$ cat src/rtl/sprite_pos_ctrl.sv
// rtl/sprite_pos_ctrl.sv - frame-synchronous sprite position scheduler
// Clamps a shadowed target on screen and slews the committed position once per vblank.
`timescale 1ns/1ps
module sprite_pos_ctrl #(
  parameter int H_ACTIVE = 1024,
  parameter int V_ACTIVE = 768,
  parameter int SPR_W    = 48,
  parameter int SPR_H    = 64,
  parameter int STEP_MAX = 8,
  parameter int INIT_X   = 0,
  parameter int INIT_Y   = 0
) (
  input  logic        clk,
  input  logic        rst_n,
  input  logic        vblnk,
  input  logic [11:0] target_x,
  input  logic [11:0] target_y,
  input  logic        target_valid,
  input  logic        enable,
  output logic [11:0] xpos,
  output logic [11:0] ypos,
  output logic        moving,
  output logic        frame_tick,
  output logic [7:0]  frame_cnt
);

  localparam logic [1:0] WAIT_VB = 2'd0;
  localparam logic [1:0] CLAMP   = 2'd1;
  localparam logic [1:0] STEP    = 2'd2;
  localparam logic [1:0] HOLD    = 2'd3;

  localparam logic [12:0] X_MAX  = 13'(H_ACTIVE - SPR_W);
  localparam logic [12:0] Y_MAX  = 13'(V_ACTIVE - SPR_H);
  localparam logic [12:0] STEP13 = 13'(STEP_MAX);
  localparam logic [11:0] STEP12 = 12'(STEP_MAX);
  localparam logic [11:0] X_INIT = 12'(INIT_X);
  localparam logic [11:0] Y_INIT = 12'(INIT_Y);

  logic [1:0]  state_q, state_d;
  logic        vblnk_dly_q, vblnk_dly_d;
  logic [11:0] shx_q, shx_d, shy_q, shy_d;
  logic [11:0] tx_q, tx_d, ty_q, ty_d;
  logic [11:0] xpos_q, xpos_d, ypos_q, ypos_d;
  logic        moving_q, moving_d;
  logic        tick_q, tick_d;
  logic [7:0]  cnt_q, cnt_d;
  logic        vb_edge;
  logic [11:0] new_x, new_y;

  // One axis of the slew: a small remaining distance snaps onto the target,
  // anything larger moves by exactly STEP_MAX toward it.
  function automatic logic [11:0] slew(input logic [11:0] cur, input logic [11:0] tgt);
    logic [12:0] d;
    logic [12:0] mag;
    d   = {1'b0, tgt} - {1'b0, cur};
    mag = d[12] ? (13'd0 - d) : d;
    if (mag <= STEP13) return tgt;
    else if (d[12])    return cur - STEP12;
    else               return cur + STEP12;
  endfunction

  assign vb_edge = vblnk & ~vblnk_dly_q;
  assign new_x   = enable ? slew(xpos_q, tx_q) : xpos_q;
  assign new_y   = enable ? slew(ypos_q, ty_q) : ypos_q;

  always_comb begin
    state_d     = state_q;
    vblnk_dly_d = vblnk;
    shx_d       = target_valid ? target_x : shx_q;
    shy_d       = target_valid ? target_y : shy_q;
    tx_d        = tx_q;
    ty_d        = ty_q;
    xpos_d      = xpos_q;
    ypos_d      = ypos_q;
    moving_d    = moving_q;
    tick_d      = 1'b0;
    cnt_d       = cnt_q;
    case (state_q)
      WAIT_VB: begin
        if (vb_edge) begin
          state_d = CLAMP;
          tick_d  = 1'b1;
          cnt_d   = cnt_q + 8'd1;
        end
      end
      CLAMP: begin
        tx_d    = ({1'b0, shx_q} > X_MAX) ? X_MAX[11:0] : shx_q;
        ty_d    = ({1'b0, shy_q} > Y_MAX) ? Y_MAX[11:0] : shy_q;
        state_d = STEP;
      end
      STEP: begin
        xpos_d   = new_x;
        ypos_d   = new_y;
        moving_d = (new_x != tx_q) || (new_y != ty_q);
        state_d  = HOLD;
      end
      HOLD: begin
        // A second rising edge is only possible after vblank drops.
        if (!vblnk) state_d = WAIT_VB;
      end
      default: state_d = WAIT_VB;
    endcase
  end

  always_ff @(posedge clk or negedge rst_n) begin
    if (!rst_n) begin
      state_q     <= WAIT_VB;
      vblnk_dly_q <= 1'b1;
      shx_q       <= X_INIT;
      shy_q       <= Y_INIT;
      tx_q        <= X_INIT;
      ty_q        <= Y_INIT;
      xpos_q      <= X_INIT;
      ypos_q      <= Y_INIT;
      moving_q    <= 1'b0;
      tick_q      <= 1'b0;
      cnt_q       <= 8'd0;
    end else begin
      state_q     <= state_d;
      vblnk_dly_q <= vblnk_dly_d;
      shx_q       <= shx_d;
      shy_q       <= shy_d;
      tx_q        <= tx_d;
      ty_q        <= ty_d;
      xpos_q      <= xpos_d;
      ypos_q      <= ypos_d;
      moving_q    <= moving_d;
      tick_q      <= tick_d;
      cnt_q       <= cnt_d;
    end
  end

  assign xpos       = xpos_q;
  assign ypos       = ypos_q;
  assign moving     = moving_q;
  assign frame_tick = tick_q;
  assign frame_cnt  = cnt_q;

endmodule

$ cat config.mk
export PLATFORM = sky130hd
export DESIGN_NAME = sprite_pos_ctrl
export DESIGN_NICKNAME = d
export VERILOG_FILES = /design/src/rtl/sprite_pos_ctrl.sv
export SDC_FILE = /design/constraint.sdc
export NUM_CORES = 1
export LEC_CHECK = 0
export ABC_AREA = 1
export CORE_MARGIN = 1.5
export CORE_UTILIZATION = 25
export CTS_CLUSTER_SIZE = 25
export DETAILED_ROUTE_END_ITERATION = 8
export PLACE_DENSITY = 0.52
export SYNTH_ARGS = -nofsm -noshare
export SYNTH_HDL_FRONTEND = slang
export SYNTH_SLANG_ARGS = --single-unit
export TNS_END_PERCENT = 20
$ cat constraint.sdc
create_clock -name clk -period 4.67 [get_ports clk]
set_input_delay 0.7005 -clock clk [delete_from_list [all_inputs] [get_ports clk]]
set_output_delay 0.7005 -clock clk [all_outputs]
set_load 0.005 [all_outputs]
# [Yosys cells after proc, flatten, opt, wreduce, memory -nomap -nowiden]
# Index checks and enable logic that the tools add are counted.
[totals] register_bits=85 input_bits=29
[classes] n_bitwise=2 n_reduce_logical=4 order_cmp=4 n_mux=15 n_eq_ne=7 add_sub_neg=9
[ops] op="12-bit 2-to-1 mux" count=8
[ops] op="13-bit by 4-bit less-or-equal comparator with 1-bit output (second input constant)" count=2
[ops] op="13-bit 2-to-1 mux" count=2
[ops] op="1-bit by 13-bit subtractor with 13-bit output (first input constant)" count=2
[ops] op="12-bit by 12-bit subtractor with 13-bit output" count=2
[ops] op="12-bit by 4-bit adder with 12-bit output (second input constant)" count=2
[ops] op="12-bit by 10-bit greater-than comparator with 1-bit output (second input constant)" count=2
[ops] op="12-bit inequality test" count=2
[ops] op="12-bit by 4-bit subtractor with 12-bit output (second input constant)" count=2
[ops] op="8-bit by 1-bit adder with 8-bit output (second input constant)" count=1
[ops] op="2-bit case mux with 4 select lines" count=1
[ops] op="2-bit == test (second input constant)" count=2
[ops] op="2-bit 2-to-1 mux" count=2
[ops] op="2-bit inequality test (second input constant)" count=2
[ops] op="2-bit AND reduction" count=2
[ops] op="2-bit by 1-bit == test with 1-bit output (second input constant)" count=1
[ops] op="2-bit logical NOT" count=1
[ops] op="1-bit 2-to-1 mux" count=2
[ops] op="1-bit bitwise AND" count=1
[ops] op="1-bit logical OR" count=1
[ops] op="1-bit NOT" count=1

# [Depth between registers and ports, before layout]
# Gate-level depths: netlist of run 1.
[logic_depth] word_depth=8 depth_mapped=34 mapped_depth_nobuf=33

# [Worst setup path before layout of run 1]
# Ideal clock, no wire load.
[synth_timing] path_type="reg-to-reg" start="register xpos_q[0], in the netlist xpos[0]" end="register moving_q, in the netlist moving" synth_period_minus_slack_ns=3.578 path_buffers=1 setup_ns=0.113 path_slack_ns=1.092 required_time_ns=4.557 path_stages_with_launch=32 arrival_time_ns=3.465 cell_sequence="dfrtp_1 ha_1 fa_1 inv_1 nand3_1 nand2_1 nand2_1 nand2_2 a21oi_4 buf_6 ha_1 nand3_1 nand2_1 a21oi_1 o21ai_0 nand2_1 a21oi_1 nor2_1 nand2_1 nand2_1 nor2_1 nand2_1 nand3_1 nand2_1 nand2_1 nand2_1 nor2_1 nand2_1 nor2_1 nand3_1 nand2_1 inv_1"
[synth_via] elab_chain_cells=8 elab_cells_between_ends=11 classes_between="add/sub: 4; order compare: 1; eq/ne: 1; mux: 4; reduce/logical: 1"
[synth_lines] item="from (decl)" line="43" rtl="logic [11:0] xpos_q, xpos_d, ypos_q, ypos_d;"
[synth_lines] item="from (signal assigned)" line="125" rtl="xpos_q <= xpos_d;"
[synth_lines] item="12-bit by 12-bit subtractor with 13-bit output" line="55" rtl="d = {1'b0, tgt} - {1'b0, cur};"
[synth_lines] item="1-bit by 13-bit subtractor with 13-bit output" line="56" rtl="mag = d[12] ? (13'd0 - d) : d;"
[synth_lines] item="13-bit 2-to-1 mux" line="56"
[synth_lines] item="13-bit by 4-bit less-or-equal comparator with 1-bit output" line="57" rtl="if (mag <= STEP13) return tgt;"
[synth_lines] item="12-bit 2-to-1 mux" line="57"
[synth_lines] item="12-bit 2-to-1 mux (*)" line="63" rtl="assign new_x = enable ? slew(xpos_q, tx_q) : xpos_q;"
[synth_lines] item="12-bit inequality test (*)" line="94" rtl="moving_d = (new_x != tx_q) || (new_y != ty_q);"
[synth_lines] item="1-bit logical OR (*)" line="94"
[synth_lines] item="to (signal assigned)" line="127" rtl="moving_q <= moving_d;"
[synth_lines] item="to (decl)" line="44" rtl="logic moving_q, moving_d;"
# Mark *: on every way between the ends. The rest lies on a longest branch, timed or not.
# A chain may end at the register's enable or synchronous reset.

# [Worst setup path after layout of run 1]
# Ends and elaborated chain as after synthesis.

==> results of run 1 <==
## state kept, by name, indices dropped and copies added, names as in the netlist
signal,count
ty_q,12
xpos,12
frame_cnt,8
state_q,2
shy_q,12
moving,1
ypos,12
shx_q,12
tx_q,12
frame_tick,1
vblnk_dly_q,1
## critical path, delay by kind of cell, from the launching register on
kind            cells  cell delay [ps]
simple gates       21             1810
compound gates      4              600
fa+ha+maj           3             1020
buf+inv             2              110
flops               1              450
## through the flow
stage | hold slack, ps | cell area [µm²]
after detailed placement | 464.9 | 8160
final | 351.2 | 8474
after global placement | 467.3 | 8160
after global routing | 402.5 | 8474
after floorplan | 404.9 | 7162
after CTS | 386.9 | 8444
## metal layers
metal | vias up | track usage [%] | routed length (µm)
met5 | - | 0 | 0
met4 | 0 | 2.873 | 245
met3 | 16 | 2.632 | 777
met2 | 130 | 22.69 | 8744
met1 | 3081 | 20.20 | 10440
li1 | 3604 | - | -
## area by class of cell
| cell class | instances | area share (%) |
|---|---|---|
| multi-input combinational | 811 | 50.51 |
| sequential | 85 | 25.11 |
| timing repair buffer | 68 | 7.825 |
| inverter | 172 | 7.618 |
| tap | 378 | 5.581 |
| clock buffer | 11 | 2.864 |
| clock inverter | 5 | 0.4872 |
## final timing paths
kind / endpoint / slack [ps] / cells after the start
max in group asynchronous: ypos[5] / 3340 / 2
hold reg to reg: frame_cnt[7] / 480 / 1
min in group clk: frame_cnt[7] / 480 / 1
setup reg to reg: moving / 580 / 30
hold / removal: shx_q[10] / 350 / 1
setup / recovery: moving / 580 / 30
## cells in the mapped netlist, types with 2 or more instances
cell type  instances  area [µm²]
nand2_1          364        1366
inv_1            165       619.3
nand3_1          126       630.6
dfrtp_1           84        2102
nor2_1            64       240.2
o21ai_0           58       290.3
ha_1              46       575.6
a21oi_1           28       140.1
nand4_1           21       131.4
clkbuf_1          15       56.30
nand2_2           11       68.82
xnor2_1           11       96.34
xor2_1            11       96.34
o22ai_1            7       43.79
a31oi_1            6       37.54
inv_2              6       22.52
nand3_2            6       60.06
buf_6              5       56.30
fa_1               4       80.08
mux2_2             4       45.04
nor2_2             4       25.02
nor3_1             4       20.02
o21ai_1            4       20.02
nand3b_1           3       22.52
o21bai_1           3       22.52
a21o_1             2       15.01
a21oi_2            2       17.52
a22oi_1            2       15.01
buf_2              2       10.01
nand2_4            2       22.52
nand3_4            2       35.03
nor2_8             2       40.04
o2111ai_1          2       17.52
or2_2              2       12.51
## kinds of logic (layout without fill, tap and decap cells)
kind of cell / count (synthesis) / count (layout) / share of synthesized area, %
xor+xnor: 22 / 22 / 2.690
buf+inv: 194 / 256 / 10.73
simple gates: 614 / 615 / 37.70
flops: 85 / 85 / 29.72
compound gates: 119 / 120 / 9.382
fa+ha+maj: 50 / 50 / 9.154
mux: 4 / 4 / 0.6289
## cells in the final DEF, fill, tap and decap left out, drive strengths merged, types with 3 or more instances in the layout
cell | Yosys | final
a21oi | 31 | 32
a31oi | 6 | 6
buf | 7 | 7
clkbuf | 15 | 11
clkdlybuf4s50 | 0 | 61
dfrtp | 84 | 84
fa | 4 | 4
ha | 46 | 46
inv | 171 | 174
mux2 | 4 | 4
nand2 | 377 | 377
nand3 | 134 | 134
nand3b | 3 | 3
nand4 | 21 | 21
nor2 | 71 | 72
nor3 | 4 | 4
o21ai | 62 | 62
o21bai | 3 | 3
o22ai | 7 | 7
xnor2 | 11 | 11
xor2 | 11 | 11
==> flow_summary.yaml, run 1 <==
clock_network:
  clock-sinks: 85
  postCtsSetupRepairBufs: 0
  cts_resized: 0
  h-tree-depth: 3
  clockBufferDepth: 2
  numCtsBuffers: 9
  postCtsHoldBufs: 0
  cts.root.buffer_cell: "clkbuf_16"
  insertion_delay_ps: 350
  clk_pin_slew_worst_paths_ps: 70
  cts_tree: "done"
detailed_routing:
  drc: 0
  drtAntennaViolNets: 0
  wl_per_cell_um: 13.21
  vias: 6831
  dr.pass1.iters: 4
  vias_per_cell: 4.465
  drt-total-wl_um: 20210
  drt_iter0_drc: 440
run:
  drv_cap: 0
die:
  die_area_um2: 29670
  start_util_pct: 25.57
  core_area_um2: 28010
  die_height_um: 172.3
  num_rows: 61
  die_w_um: 172.3
  pin_count: 63
logic_synthesis:
  ys_types: 44
  synthesis.area_um2: 7162
  synth_edf_count: 0
  synthFlopType: "dfrtp_1"
  yosys_warnings: 0
  ys_async_sr_fraction_pct: 100.0
  syn_inst: 1088
  synth_nets: 1167
  syn-mean-instance-area_um2: 6.583
  ys_seq_elements: 85
  seq_area_frac_synth_pct: 29.72
setup_path:
  startpoint_type: "register"
  crit_start: "xpos[0]"
  arrival_ps: 4340
  cp_common_cell: "nand2_1"
  r2r_start: "xpos[0]"
  endpoint_kind: "register"
  critical_path_class: "register to register"
  crit_path_max_fanout: 7
  cpPeakStageDelay_ps: 450
  worst_path_max_delay_cell: "dfrtp_1"
  required_ps: 4920
global_routing:
  grt-ovfl-total: 0
  grt_max_degree: 50
  grt_pass1_vias: 6571
  grt_pass1_wl_um: 33390
  antenna_found_initial: 0
  grt_usage_pct: 14.30
finish:
  drive_gt1_share_pct: 5.990
  area_delta_synth_final_pct: 18.33
  multi_input_area_um2: 4280
  final_nets: 1226
  utilization_pct: 30.25
  stdcell_count: 1530
  seq_area_um2: 2128
  n_antenna_cell: 0
  fillers: 3097
placed_design:
  io_buffers: 62
  dp.cells: 1510
  post-dp-hpwl_um: 15530
  place.gp.congestion: 0.8235
  dp_worst_setup_slack_ps: 307.6
sta:
  fmax_mhz: 244.6
  min_period_ps: 4089
  fin_worst_skew_ps: 7.654
  slew_headroom_pct: 20.04
  finalHoldViolCount: 0
  finalCritPeriodShare_pct: 87.56
  grt_setup_unrepaired: "false"
  tightest_slew_ps: 1198
  finalSetupViolCount: 0
  finalWorstSetupSlack_ps: 580.9
  slew_viol_final: 0
  tns_ps: 0
outcome:
  status: "complete, no violations"
min_path:
  hold_class: "input pin to async pin"
Power of run 1 is not shown: default switching activity piles up to over one toggle a cycle in this logic, so the estimate is an artifact.
==> run 2, diff against run 1 <==
- CTS_BUF_LIST: unset -> sky130_fd_sc_hd__clkbuf_2
==> run 2 against run 1 <==
Sequential cell count is the same. Worst hold slack lost 270 ps. Non-clock buffer count is the same. Critical path type unchanged.
==> flow_summary.yaml, run 2 (synthesis results as in run 1) <==
setup_path:
  endpoint_kind: "register"
  cp_common_cell: "nand2_1"
  cpPeakStageDelay_ps: 500
  crit_path_max_fanout: 7
  critical_path_class: "register to register"
  rr_endpoint: "moving"
  required_ps: 5200
  crit_start: "xpos[0]"
  ff2ff_path_depth: 30
  reg2reg_setup_slack_ps: 590
  r2r_start: "xpos[0]"
  arrival_ps: 4610
  startpoint_type: "register"
  worst_path_max_delay_cell: "dfrtp_1"
  cp-endpoint: "moving"
finish:
  fillers: 3116
  area_delta_synth_final_pct: 15.69
  mostFrequentLayoutCells: "nand2_1 (364), inv_1 (165), nand3_1 (126)"
  n_antenna_cell: 0
  final_common_cell: "nand2_1"
  drive_gt1_share_pct: 5.990
  final_nets: 1226
global_routing:
  grt_max_degree: 50
  grt-ovfl-total: 0
  grt_pass1_wl_um: 33220
  grt_usage_pct: 14.20
  grt_pass1_vias: 6557
  antenna_found_initial: 0
die:
  num_rows: 61
  die_w_um: 172.3
  die_area_um2: 29670
  core_area_um2: 28010
  pin_count: 63
  start_util_pct: 25.57
  die_height_um: 172.3
placed_design:
  place.gp.congestion: 0.8235
  post-dp-hpwl_um: 15530
  io_buffers: 62
sta:
  finalSetupViolCount: 0
  grt_setup_unrepaired: "false"
  tightest_slew_ps: 1180
  min_period_ps: 4082
  finalCritPeriodShare_pct: 87.41
  slew_viol_final: 0
  fin_worst_skew_ps: 22.71
  slew_headroom_pct: 21.27
  fmax_mhz: 245.0
  finalHoldViolCount: 0
  tns_ps: 0
clock_network:
  clockBufferDepth: 2
  cts.root.buffer_cell: "clkbuf_2"
  h-tree-depth: 3
  numCtsBuffers: 9
  cts_tree: "done"
  clock-sinks: 85
  insertion_delay_ps: 580
  clk_pin_slew_worst_paths_ps: 260
min_path:
  hold_class: "input pin to async pin"
detailed_routing:
  vias: 6837
  wl_per_cell_um: 13.18
  drc: 0
  drtAntennaViolNets: 0
  dr.pass1.iters: 6
  drt-total-wl_um: 20160
  vias_per_cell: 4.469
  drt_iter0_drc: 399
outcome:
  status: "complete, no violations"
run:
  drv_cap: 0
==> run 2: cell types whose count changed in the layout (fill, tap and decap cells not counted) <==
cell,before,now
clkbuf_16,9,0
clkbuf_2,0,10
clkinv_1,1,2
clkbuf_1,1,0
clkbuf_8,1,0
==> run 2: worst max-delay path: cells and delay by family (launching register included) <==
kind                       cells  cell delay (ps)
AOI/OAI and AO/OA              4              590
adders and majority gates      3             1020
buffers and inverters          2              110
DFF                            1              500
and+or+nand+nor               21             1800
==> run 2: layer usage <==
layer / global-route usage [%] / routed length [µm] / up-vias
met5: 0 / 0 / -
met4: 2.457 / 240 / 0
met3: 2.655 / 811 / 15
met2: 22.63 / 8629 / 129
met1: 20.09 / 10480 / 3089
li1: - / - / 3604
==> run 2: per-stage QoR <==
stage          hold slack (ps)  cell area (µm²)  std cells  utilization, %  worst slack (ps)
5_1_grt                  40.45             8285       1530           29.58             84.09
6_report                 83.29             8285       1530           29.58             587.9
3_5_place_dp             464.9             8160       1510           29.13             307.6
3_3_place_gp             467.3             8160       1510           29.13             341.9
4_1_cts                  47.60             8255       1526           29.47             319.4
2_1_floorplan            404.9             7162       1088               -              1092
==> run 2: worst min-delay path by stage <==
| stage | to | start |
|---|---|---|
| global placement | frame_cnt[7] | frame_cnt[7] |
| floorplan | frame_cnt[0] | rst_n |
| CTS | frame_cnt[7] | rst_n |
| detailed placement | frame_cnt[7] | frame_cnt[7] |
| finish | tx_q[4] | rst_n |
| global route | shx_q[10] | rst_n |
==> run 2: layout make-up <==
type / instances / area, µm² / area share [%]
multi-input cells: 811 / 4280 / 51.66
flip-flops and latches: 85 / 2128 / 25.69
repair buffers: 68 / 663.1 / 8.004
inverters: 172 / 645.6 / 7.792
well taps: 378 / 473.0 / 5.708
clock buffers: 10 / 50.05 / 0.6040
clock inverters: 6 / 45.04 / 0.5436
==> run 2: repair_timing <==
item | 4_1_cts | 5_1_grt
hold buffers | 0 | 0
setup buffers | 0 | 2
endpoints found under the setup margin | 0 | 1
resized for setup | 0 | 0
Power of run 2 is left out for the same reason.
==> run 3, diff against run 2 <==
- CAP_MARGIN: unset -> 10
==> results of run 3 <==
Final layout, timing and power as in run 2 (identical DEF).
Power of run 3 is left out for the same reason.
